==> src/rtl/mem_pkg.sv <==
// mem_pkg: shared FSM state, alignment mask and capture-register layout for the memory stage
package mem_pkg;
    localparam int MEM_AW = 32;
    localparam int MEM_DW = 32;
    localparam logic [1:0] ALIGN_MASK = 2'b11;
    typedef enum logic [1:0] {IDLE, REQ, WAIT} mem_state_t;
    typedef struct packed {
        logic              read;
        logic              write;
        logic [MEM_AW-1:0] addr;
        logic [MEM_DW-1:0] wdata;
        logic [MEM_DW-1:0] alu;
    } mem_op_t;
endpackage

==> src/rtl/mem_timeout_ctr.sv <==
// mem_timeout_ctr: clear/enable cycle counter flagging when LIMIT-1 is reached
module mem_timeout_ctr
    import mem_pkg::*;
#(
    parameter int LIMIT = 255,
    parameter int W     = (LIMIT > 1) ? $clog2(LIMIT) : 1
) (
    input  logic clk,
    input  logic rst_n,
    input  logic clr,
    input  logic en,
    output logic expired
);
    logic [W-1:0] cnt;
    always_ff @(posedge clk or negedge rst_n) begin
        if (!rst_n) cnt <= '0;
        else if (clr) cnt <= '0;
        else if (en) cnt <= cnt + 1'b1;
    end
    assign expired = cnt == W'(LIMIT - 1);
endmodule

==> src/rtl/mem_stage.sv <==
// mem_stage: memory-access pipeline stage with req/gnt/rvalid data-memory handshake and timeout
module mem_stage
    import mem_pkg::*;
#(
    parameter int DW      = 32,
    parameter int AW      = 32,
    parameter int TIMEOUT = 255
) (
    input  logic          clk,
    input  logic          rst_n,
    input  logic          in_valid,
    output logic          in_ready,
    input  logic [DW-1:0] exeOut,
    input  logic [AW-1:0] addrOut,
    input  logic [DW-1:0] storeData,
    input  logic          memRead,
    input  logic          memWrite,
    output logic          dm_req,
    output logic          dm_we,
    output logic [AW-1:0] dm_addr,
    output logic [DW-1:0] dm_wdata,
    input  logic          dm_gnt,
    input  logic          dm_rvalid,
    input  logic [DW-1:0] dm_rdata,
    output logic          out_valid,
    output logic [DW-1:0] memOut,
    output logic          mem_err,
    output logic          stall
);
    mem_state_t state, state_n;
    mem_op_t op;
    logic accept, is_mem, fault, legal, store_done, load_done, expired, timeout;
    logic out_valid_n, mem_err_n;
    logic [DW-1:0] wb_data;
    assign in_ready   = state == IDLE;
    assign stall      = !in_ready;
    assign accept     = in_valid && in_ready;
    assign is_mem     = memRead || memWrite;
    assign fault      = is_mem && (((addrOut[1:0] & ALIGN_MASK) != 2'b00) || (memRead && memWrite));
    assign legal      = is_mem && !fault;
    assign store_done = state == REQ && op.write && dm_gnt;
    assign load_done  = state == WAIT && dm_rvalid;
    // completion in the expiry cycle takes priority over the abort
    assign timeout    = state != IDLE && expired && !store_done && !load_done;
    assign dm_req     = state == REQ;
    assign dm_we      = dm_req && op.write;
    assign dm_addr    = dm_req ? AW'(op.addr) : '0;
    assign dm_wdata   = dm_req ? DW'(op.wdata) : '0;
    mem_timeout_ctr #(.LIMIT(TIMEOUT)) u_ctr (
        .clk     (clk),
        .rst_n   (rst_n),
        .clr     (accept && legal),
        .en      (state != IDLE),
        .expired (expired)
    );
    always_comb begin
        state_n = state == IDLE ? (accept && legal ? REQ : IDLE)
                : timeout       ? IDLE
                : state == REQ  ? (dm_gnt ? (op.write ? IDLE : WAIT) : REQ)
                :                 (dm_rvalid ? IDLE : WAIT);
        out_valid_n = (accept && !legal) || store_done || load_done || timeout;
        mem_err_n   = (accept && fault) || timeout;
        wb_data     = accept && !is_mem ? exeOut
                    : store_done        ? DW'(op.alu)
                    : load_done         ? dm_rdata
                    :                     '0;
    end
    always_ff @(posedge clk or negedge rst_n) begin
        if (!rst_n) begin
            state     <= IDLE;
            op        <= '0;
            out_valid <= 1'b0;
            mem_err   <= 1'b0;
            memOut    <= '0;
        end else begin
            state     <= state_n;
            out_valid <= out_valid_n;
            mem_err   <= mem_err_n;
            if (accept) op <= '{read: memRead, write: memWrite, addr: MEM_AW'(addrOut),
                                wdata: MEM_DW'(storeData), alu: MEM_DW'(exeOut)};
            if (out_valid_n) memOut <= wb_data;
        end
    end
endmodule

==> config.mk <==
export PLATFORM = sky130hd
export DESIGN_NAME = mem_stage
export DESIGN_NICKNAME = d
export VERILOG_FILES = /design/src/rtl/mem_pkg.sv /design/src/rtl/mem_timeout_ctr.sv /design/src/rtl/mem_stage.sv
export SDC_FILE = /design/constraint.sdc
export NUM_CORES = 1
export LEC_CHECK = 0
export BUFFER_PORTS_ARGS = -buffer_cell sky130_fd_sc_hd__buf_2
export CORE_MARGIN = 2
export CORE_UTILIZATION = 45
export CTS_CLUSTER_DIAMETER = 200
export DETAILED_ROUTE_END_ITERATION = 16
export PLACE_DENSITY = 0.77
export SLEW_MARGIN = 20
export SYNTH_ARGS = -nofsm -noshare
export SYNTH_HDL_FRONTEND = slang
export SYNTH_SLANG_ARGS = --single-unit
==> constraint.sdc <==
create_clock -name clk -period 1.7 [get_ports clk]
set_input_delay 0.34 -clock clk [delete_from_list [all_inputs] [get_ports clk]]
set_output_delay 0.34 -clock clk [all_outputs]
set_load 0.02 [all_outputs]
**Word level (Yosys, flattened, before mapping)**

Cells that the tools add are included.

- Add/sub/neg operators: 1
- Eq/ne operators: 3
- Multiplexer cells: 14
- Reductions and logical operators: 30

Operators with widths:

| operator | count |
|---|---|
| 32-bit two-way mux | 5 |
| 8-bit two-way mux | 2 |
| 1-bit logical AND | 14 |
| 2-bit two-way mux | 6 |
| 8-bit by 1-bit adder with 8-bit output (second input constant) | 1 |
| 8-bit equality test (second input constant) | 1 |
| 1-bit logical NOT | 6 |
| 1-bit logical OR | 6 |
| 2-bit nonzero test | 3 |
| 2-bit by 1-bit equality test with 1-bit output (second input constant) | 1 |
| 2-bit equality test (second input constant) | 1 |
| 2-bit logical NOT | 1 |
| 1-bit two-way mux | 1 |

- Register bits: 141
- Input bits: 135
- Output and inout port bits: 102
- Logic and storage cells: 57

**Logic depth before layout (Yosys ltp)**

Gate-level depths: netlist of the first run.

- Depth in word-level cells: 10
- Depth in mapped cells: 7

**Hierarchy**

Synthesis of the first run repeated with hierarchy kept, for this count alone.

- Cells, all modules: 694
- Area total of the unflattened synthesis: 6,277.3 µm²

Modules (own cells, without submodules):

| module | times used | cells an instance | area an instance (µm²) | seq. area each (µm²) |
|---|---|---|---|---|
| mem_stage | 1 | 653 | 5,866.9 | 3,328.2 |
| mem_timeout_ctr | 1 | 41 | 410.4 | 200.2 |

**Worst setup path after synthesis of the first run**

No wires, ideal clock.

- Path type: register to register
- Start: register state[0]
- End: register memOut[18]
- Library setup time: 126 ps
- Arrival: 1,627 ps
- Data required time: 1,574 ps
- Setup slack: -53 ps
- Cell stages (with the launch flop): 7
- Cells stage by stage: dfrtp_1 > or3b_1 > buf_2 > a21oi_2 > nor3_4 > buf_6 > a221o_1

- Cells in the longest elaborated chain, start to end: 7

RTL lines:

| element | line | source |
|---|---|---|
| from (decl) | mem_stage.sv:30 | `mem_state_t state, state_n;` |
| from (signal assigned) | mem_stage.sv:76 | `state <= state_n;` |
| 2-bit by 1-bit equality test with 1-bit output | mem_stage.sv:41 | `assign store_done = state == REQ && op.write && dm_gnt;` |
| 1-bit logical AND (2 in a row) | mem_stage.sv:41 |  |
| 1-bit logical NOT | mem_stage.sv:44 | `assign timeout = state != IDLE && expired && !store_done && !load_done;` |
| 1-bit logical AND (2 in a row) | mem_stage.sv:44 |  |
| 1-bit logical OR | mem_stage.sv:61 | `out_valid_n = (accept && !legal) \|\| store_done \|\| load_done \|\| timeout;` |
| to (signal assigned) | mem_stage.sv:81 | `if (out_valid_n) memOut <= wb_data;` |
| to (decl) | mem_stage.sv:26 | `output logic [DW-1:0] memOut,` |

Parallel ways exist; a longest one is shown, timed or not.
A chain may end at the register's enable or synchronous reset.

**Final worst setup path of the first run**

- Start: register state[1]
- End: register memOut[20]

Same word-level chain as after synthesis.

==> impl_metrics.py, run 1 <==
metrics = {
    "status": {
        "run_status": "finished, violations left",
        "violations": "setup timing",
    },
    "logic_synthesis": {
        "syn-instance-count": 673,
        "synth_compound_area_share_pct": 10.17,
        "ys_seq_area_share_pct": 56.35,
        "ys_types": 42,
        "synth_top_family_by_area": "simple AND/OR/NAND/NOR gates",
        "syn_nets": 810,
        "synth-simple-area-share_pct": 26.88,
        "syn_avg_cell_area_um2": 9.303,
        "synthArstFlopShare_pct": 100.0,
        "synthAdderAreaFrac_pct": 0.3997,
        "synth-edff-count": 0,
        "ys.flop_type": "dfrtp_1",
        "synth_warnings": 0,
        "synth_mux_area_share_pct": 1.918,
        "syn_area_mm2": 0.006261,
        "synth_xor_xnor_area_share_pct": 0.2798,
        "synth-seq-cells": 141,
    },
    "floorplan": {
        "core.rowCount": 43,
        "initial_core_util_pct": 45.64,
        "dieWidth_um": 122.0,
        "die_h_um": 122.0,
        "die_area_mm2": 0.01487,
        "coreArea_mm2": 0.01372,
        "num_io_pins": 237,
    },
    "global_routing": {
        "first_global_vias": 5603,
        "antenna_found_initial": 0,
        "overflow": 0,
        "grt_pass1_wl_um": 27790,
        "grt_max_degree": 54,
        "grt_use_total_pct": 24.06,
    },
    "timing": {
        "final.setup.worst_slack_ns": -0.3554,
        "relSlewSlack_pct": 56.09,
        "max_slew.worst_pin.slew_ns": 0.6587,
        "rsz0062_at_grt": "yes",
        "period_share_pct": 120.9,
        "setup-violations-final": 101,
        "maxSlewViolCount": 0,
        "min_period_ns": 2.055,
        "max_freq_mhz": 486.5,
        "fin_skew_ns": 0.007539,
        "hold_viol": 0,
    },
    "cts": {
        "clockBufferDepth": 2,
        "cts_tree": "done",
        "cts-root-buf": "clkbuf_16",
        "cts_max_level": 4,
        "clkTransAtPathRegs_ns": 0.06,
        "numCtsBuffers": 17,
        "clkSinkCount": 141,
        "insertion_delay_ns": 0.41,
    },
    "cells_and_area": {
        "diodes": 0,
        "syn_to_final_growth_pct": 47.52,
        "drive_gt1_share_pct": 38.79,
        "finalCoreUtilization_pct": 67.32,
        "multiInputGateArea_mm2": 0.002644,
        "fin_nets": 1072,
        "seqCellArea_mm2": 0.003528,
        "n_fill_cell": 1062,
        "final_area_mm2": 0.009236,
    },
    "setup_path": {
        "crit_required_ns": 1.96,
        "path_max_fanout": 22,
        "slowest_delay_ns": 0.62,
        "worst_path_most_repeated_cell": "buf_4",
        "path_buf_inv": 4,
        "r2r_setup_slack_ns": -0.36,
        "r2r-start": "state[1]",
        "end_kind": "flop",
        "cp.arrival_ns": 2.32,
        "critPathKind": "flop to flop",
        "regToRegEndpoint": "memOut[20]",
        "worst_r2r_path_depth": 7,
        "path_delay_family": "compound AO/OA/AOI/OAI gates",
        "crit_slowest_cell": "a222oi_1",
        "startpoint_type": "flop",
        "worstPathCellList": "buf_6 -> buf_4 -> and3b_1 -> buf_4 -> buf_12 -> a222oi_1 -> mux2i_4",
    },
    "place": {
        "placed_cell_area_mm2": 0.007833,
        "pre_cts_ws_ns": -0.03812,
        "dpl.hpwl_um": 11710,
        "portBuffers": 236,
        "globalplace.congestion": 0.8616,
    },
    "power_and_ir_drop": {
        "p_leak_nw": 5.001,
        "peakVddDrop_uv": 682.4,
        "cellPowerDensity_mw_per_mm2": 1124,
    },
    "drt": {
        "wire_per_inst_um": 16.50,
        "drt_iter0_drc": 418,
        "vias": 5811,
        "drt-pass1-iter-count": 5,
        "drc_errors": 0,
        "vias_per_cell": 5.161,
        "drt_wl_total_um": 18580,
        "final_antenna_net_count": 0,
    },
    "run": {
        "max_cap_viol_count": 0,
    },
    "hold_path": {
        "hold_depth": 3,
        "hold_path.startpoint": "storeData[19]",
        "hp-class": "primary input to flop",
        "min_to": "op[51]",
    },
}
==> stage by stage <==
step | TNS (ns) | hold slack, ns | std cells | total power, mW
final | -25.37 | 0.1114 | 1126 | 10.38
after global routing | -31.09 | 0.09805 | 1126 | 10.91
after CTS | -27.80 | 0.09017 | 1124 | 10.31
after detailed placement | -0.2247 | 0.2081 | 1077 | 6.243
after global placement | -0.04654 | 0.2099 | 1077 | 6.166
after floorplan | -0.4168 | 0.04441 | 673 | 5.379
==> state kept, by name, indices dropped and copies added (netlist names) <==
| signal | cells |
|---|---|
| op | 97 |
| memOut | 32 |
| u_ctr.cnt | 8 |
| state | 2 |
| mem_err | 1 |
| out_valid | 1 |
==> worst reg2reg max path, stage by stage (launching register included) <==
cell and delay, ns:
dfrtp_1 0.40, buf_6 0.14, buf_4 0.14, and3b_1 0.17, buf_4 0.15, buf_12 0.15
a222oi_1 0.63, mux2i_4 0.14
==> kinds of logic (layout without fill, tap and decap cells) <==
kind of cell	count (synthesis)	in the layout
AND/OR/NAND/NOR	385	385
flip-flops	141	141
buffers and inverters	58	331
AO/OA/AOI/OAI	73	73
multiplexers	12	12
adder cells (fa/ha/maj)	2	2
XOR/XNOR	2	2
==> synth_stat cells, types with 2 or more instances <==
cell,count,area (um^2)
a21oi_1,7,35.03
a221o_1,22,220.2
a222oi_1,10,100.1
a22o_1,23,201.4
and2_1,65,406.6
and3_1,3,18.77
buf_1,8,30.03
buf_2,4,20.02
buf_6,2,22.52
clkbuf_1,28,105.1
dfrtp_1,141,3528
ha_1,2,25.02
inv_1,14,52.55
mux2i_1,12,120.1
nand2_1,294,1104
nand3_1,4,20.02
nor2_1,5,18.77
o21ai_0,3,15.01
or2_2,2,12.51
xor2_1,2,17.52
==> placed cells by master, fill, tap and decap left out, types with 2 or more instances in the layout <==
cell type	netlist	routed
a21oi_1	7	6
a221o_1	22	22
a222oi_1	10	10
a22o_1	23	23
and2_1	65	29
and2_4	0	36
and3_1	3	3
buf_12	0	9
buf_2	4	169
buf_4	0	33
buf_6	2	69
buf_8	1	3
bufinv_16	0	4
clkbuf_1	28	4
clkbuf_16	0	20
clkbuf_8	0	2
clkinv_2	0	2
dfrtp_1	141	141
ha_1	2	2
inv_1	14	12
inv_2	0	2
mux2i_1	12	10
nand2_1	294	294
nand3_1	4	3
nor2_1	5	3
nor2_4	0	2
nor3_4	1	2
o21ai_0	3	3
or2_4	1	2
xor2_1	2	2
==> where the power goes <==
group	internal (mW)	switching [mW]
combinational	1.02	1.24
clock	2.51	1.34
sequential	3.92	0.337
total	7.46	2.93
==> layer usage <==
layer / track usage (%) / part of all wire (%)
met5: 0 / 0
met3: 8.193 / 9.4
met2: 38.41 / 48
met1: 30.24 / 40
met4: 9.411 / 2.4
==> cell type report <==
| class | instances | area share, % |
|---|---|---|
| timing repair buffer | 287 | 23.61 |
| clock buffer | 23 | 5.066 |
| sequential | 141 | 38.20 |
| inverter | 14 | 0.5690 |
| multi-input combinational | 474 | 28.62 |
| clock inverter | 7 | 1.490 |
| tap | 180 | 2.438 |
==> how the worst max path moves through the flow <==
stage	endpoint	slack [ns]	cells after the start	start
final	memOut[20]	-0.36	7	state[1]
after floorplan	memOut[18]	-0.02	6	state[1]
after CTS	dm_wdata[13]	-0.27	5	state[1]
after global routing	memOut[20]	-0.41	7	state[1]
after detailed placement	memOut[28]	-0.04	7	in_valid
after global placement	memOut[4]	-0.02	6	in_valid
==> what timing repair did <==
item	in CTS	in global routing
setup buffers	14	6
setup endpoints to repair	78	157
hold endpoints to repair	20	0
resized for setup	94	102
pin swaps	9	20
gates cloned	3	3
hold buffers	1	0
Note: power is estimated with default switching activity, not from simulation.
==> run 2, diff against run 1 <==
--- a/config.mk
+++ b/config.mk
@@ -5,12 +5,12 @@
 export SDC_FILE = /design/constraint.sdc
 export NUM_CORES = 1
 export LEC_CHECK = 0
-export BUFFER_PORTS_ARGS = -buffer_cell sky130_fd_sc_hd__buf_2
 export CORE_MARGIN = 2
-export CORE_UTILIZATION = 45
+export CORE_UTILIZATION = 57
 export CTS_CLUSTER_DIAMETER = 200
 export DETAILED_ROUTE_END_ITERATION = 16
-export PLACE_DENSITY = 0.77
+export DONT_BUFFER_PORTS = 1
+export PLACE_DENSITY = 0.75
 export SLEW_MARGIN = 20
 export SYNTH_ARGS = -nofsm -noshare
 export SYNTH_HDL_FRONTEND = slang
==> run 2 against run 1 <==
Net effect: the run ends with hold timing, setup timing left; via count down 4.3%; design area down 6.7%; count of clock-buffer cells in the layout down 4; utilization up 13 points; register-to-register slack better by 0.05 ns; largest cell class unchanged; sequential power up 5.2%; cell count down 16%; critical path depth down 2.
==> impl_metrics.py, run 2 (synthesis results as in run 1) <==
metrics = {
    "timing": {
        "rsz0062_at_grt": "yes",
        "min_period_ns": 2.035,
        "relSlewSlack_pct": 70.85,
        "hold_viol": 141,
        "maxSlewViolCount": 0,
        "whs_ns": -0.4678,
        "max_freq_mhz": 491.5,
        "fin_skew_ns": 0.01008,
        "setup-violations-final": 101,
        "final.setup.worst_slack_ns": -0.3345,
        "period_share_pct": 119.7,
        "max_slew.worst_pin.slew_ns": 0.4373,
    },
    "setup_path": {
        "cp.arrival_ns": 1.69,
        "worstPathCellList": "buf_6 -> nor2_4 -> buf_12 -> buf_16 -> and2_4",
        "critPathKind": "flop to primary output",
        "startpoint_type": "flop",
        "end_kind": "primary output",
        "crit_slowest_cell": "dfrtp_1",
        "worst_r2r_path_depth": 9,
        "regToRegEndpoint": "memOut[31]",
        "path_max_fanout": 25,
        "crit_required_ns": 1.36,
        "slowest_delay_ns": 0.41,
        "r2r_setup_slack_ns": -0.31,
        "r2r-start": "state[1]",
    },
    "cts": {
        "cts-root-buf": "clkbuf_8",
        "ctsHoldBuffers": 98,
        "cts_max_level": 4,
        "insertion_delay_ns": 0.50,
        "clkTransAtPathRegs_ns": 0.06,
        "clkSinkCount": 141,
        "numCtsBuffers": 17,
        "clockBufferDepth": 2,
        "cts_tree": "done",
    },
    "run": {
        "max_cap_viol_count": 0,
    },
    "hold_path": {
        "hp-class": "primary input to async pin",
    },
    "cells_and_area": {
        "fin_nets": 931,
        "largest_registers": "op (97), memOut (32), u_ctr.cnt (8)",
        "regMostFlops": "op",
        "syn_to_final_growth_pct": 37.65,
        "final_cells": 945,
        "drive_gt1_share_pct": 20.00,
        "diodes": 0,
        "final_cell_mix": "nand2_1, dfrtp_1, dlygate4sd3_1",
        "largest_reg_flops": 97,
        "final_common_cell": "nand2_1",
        "final_area_mm2": 0.008618,
    },
    "place": {
        "dpl.hpwl_um": 9974,
        "globalplace.congestion": 0.8363,
        "placedCellCount": 793,
        "placed_cell_area_mm2": 0.006523,
        "portBuffers": 0,
    },
    "floorplan": {
        "coreArea_mm2": 0.01079,
        "core.rowCount": 38,
        "die_h_um": 108.8,
        "num_io_pins": 237,
        "die_area_mm2": 0.01184,
        "dieWidth_um": 108.8,
        "initial_core_util_pct": 58.01,
    },
    "drt": {
        "drt-pass1-iter-count": 6,
        "vias_per_cell": 5.885,
        "final_antenna_net_count": 0,
        "wire_per_inst_um": 19.73,
        "drt_iter0_drc": 570,
        "vias": 5561,
        "drt_wl_total_um": 18650,
        "drc_errors": 0,
    },
    "power_and_ir_drop": {
        "cellPowerDensity_mw_per_mm2": 1125,
        "p_total_mw": 9.700,
        "p_leak_nw": 4.300,
        "peakVddDrop_uv": 515.5,
    },
    "global_routing": {
        "overflow": 0,
        "first_global_vias": 5757,
        "grt_max_degree": 142,
        "grt_pass1_wl_um": 28250,
        "grt_use_total_pct": 30.85,
        "antenna_found_initial": 0,
    },
    "status": {
        "violations": "hold timing, setup timing",
        "run_status": "finished, violations left",
    },
}
## run 2: metal layers
layer | wire length (um) | global-route usage (%) | part of all wire, % | vias to the layer above
li1 | - | - | - | 2444
met1 | 6931 | 36.65 | 37 | 2727
met2 | 9532 | 52.14 | 51 | 341
met3 | 1664 | 8.488 | 8.9 | 49
met4 | 518 | 14.38 | 2.8 | 0
met5 | 0 | 0 | 0 | -
## run 2: cell type report
type                       count  area [um^2]
tap                          140        175.2
sequential                   141         3528
timing repair buffer         146         1603
clock buffer                  19        431.7
fill                         589         2175
multi-input combinational    474         2723
clock inverter                11        97.59
inverter                      14        60.06
## run 2: worst max-delay path by stage
stage | start | to | slack, ns | cells past startpoint
after floorplan | state[1] | memOut[18] | -0.02 | 6
after global placement | u_ctr.cnt[0] | memOut[4] | 0.02 | 7
after detailed placement | state[1] | memOut[29] | -0.07 | 6
after CTS | state[1] | dm_wdata[16] | -0.30 | 4
after global routing | state[1] | dm_wdata[9] | -0.38 | 5
final | state[1] | dm_addr[28] | -0.33 | 5
## run 2: per-stage QoR
step,worst slack [ns],TNS (ns),util [%]
floorplan,-0.02312,-0.4168,-
global placement,0.01805,0,60.43
detailed placement,-0.06582,-0.6286,60.43
CTS,-0.3021,-24.83,77.94
global route,-0.3834,-33.31,79.85
finish,-0.3345,-27.98,79.85
## run 2: where the power goes
group	total, mW	switching (mW)	internal [mW]
registers	4.48	0.560	3.92
clock network	3.32	1.37	1.95
logic	1.90	0.968	0.927
## run 2: critical path, delay by kind of cell (launching register included)
kind / cells / cell delay, ns
buffers and inverters: 3 / 0.44
flip-flops: 1 / 0.41
AND/OR/NAND/NOR: 2 / 0.32
## run 2: repair_timing
action | in CTS | in global routing
resized for setup | 103 | 64
setup endpoints to repair | 100 | 203
hold endpoints to repair | 262 | 141
cloned | 4 | 2
pin swaps | 11 | 23
setup buffers | 12 | 8
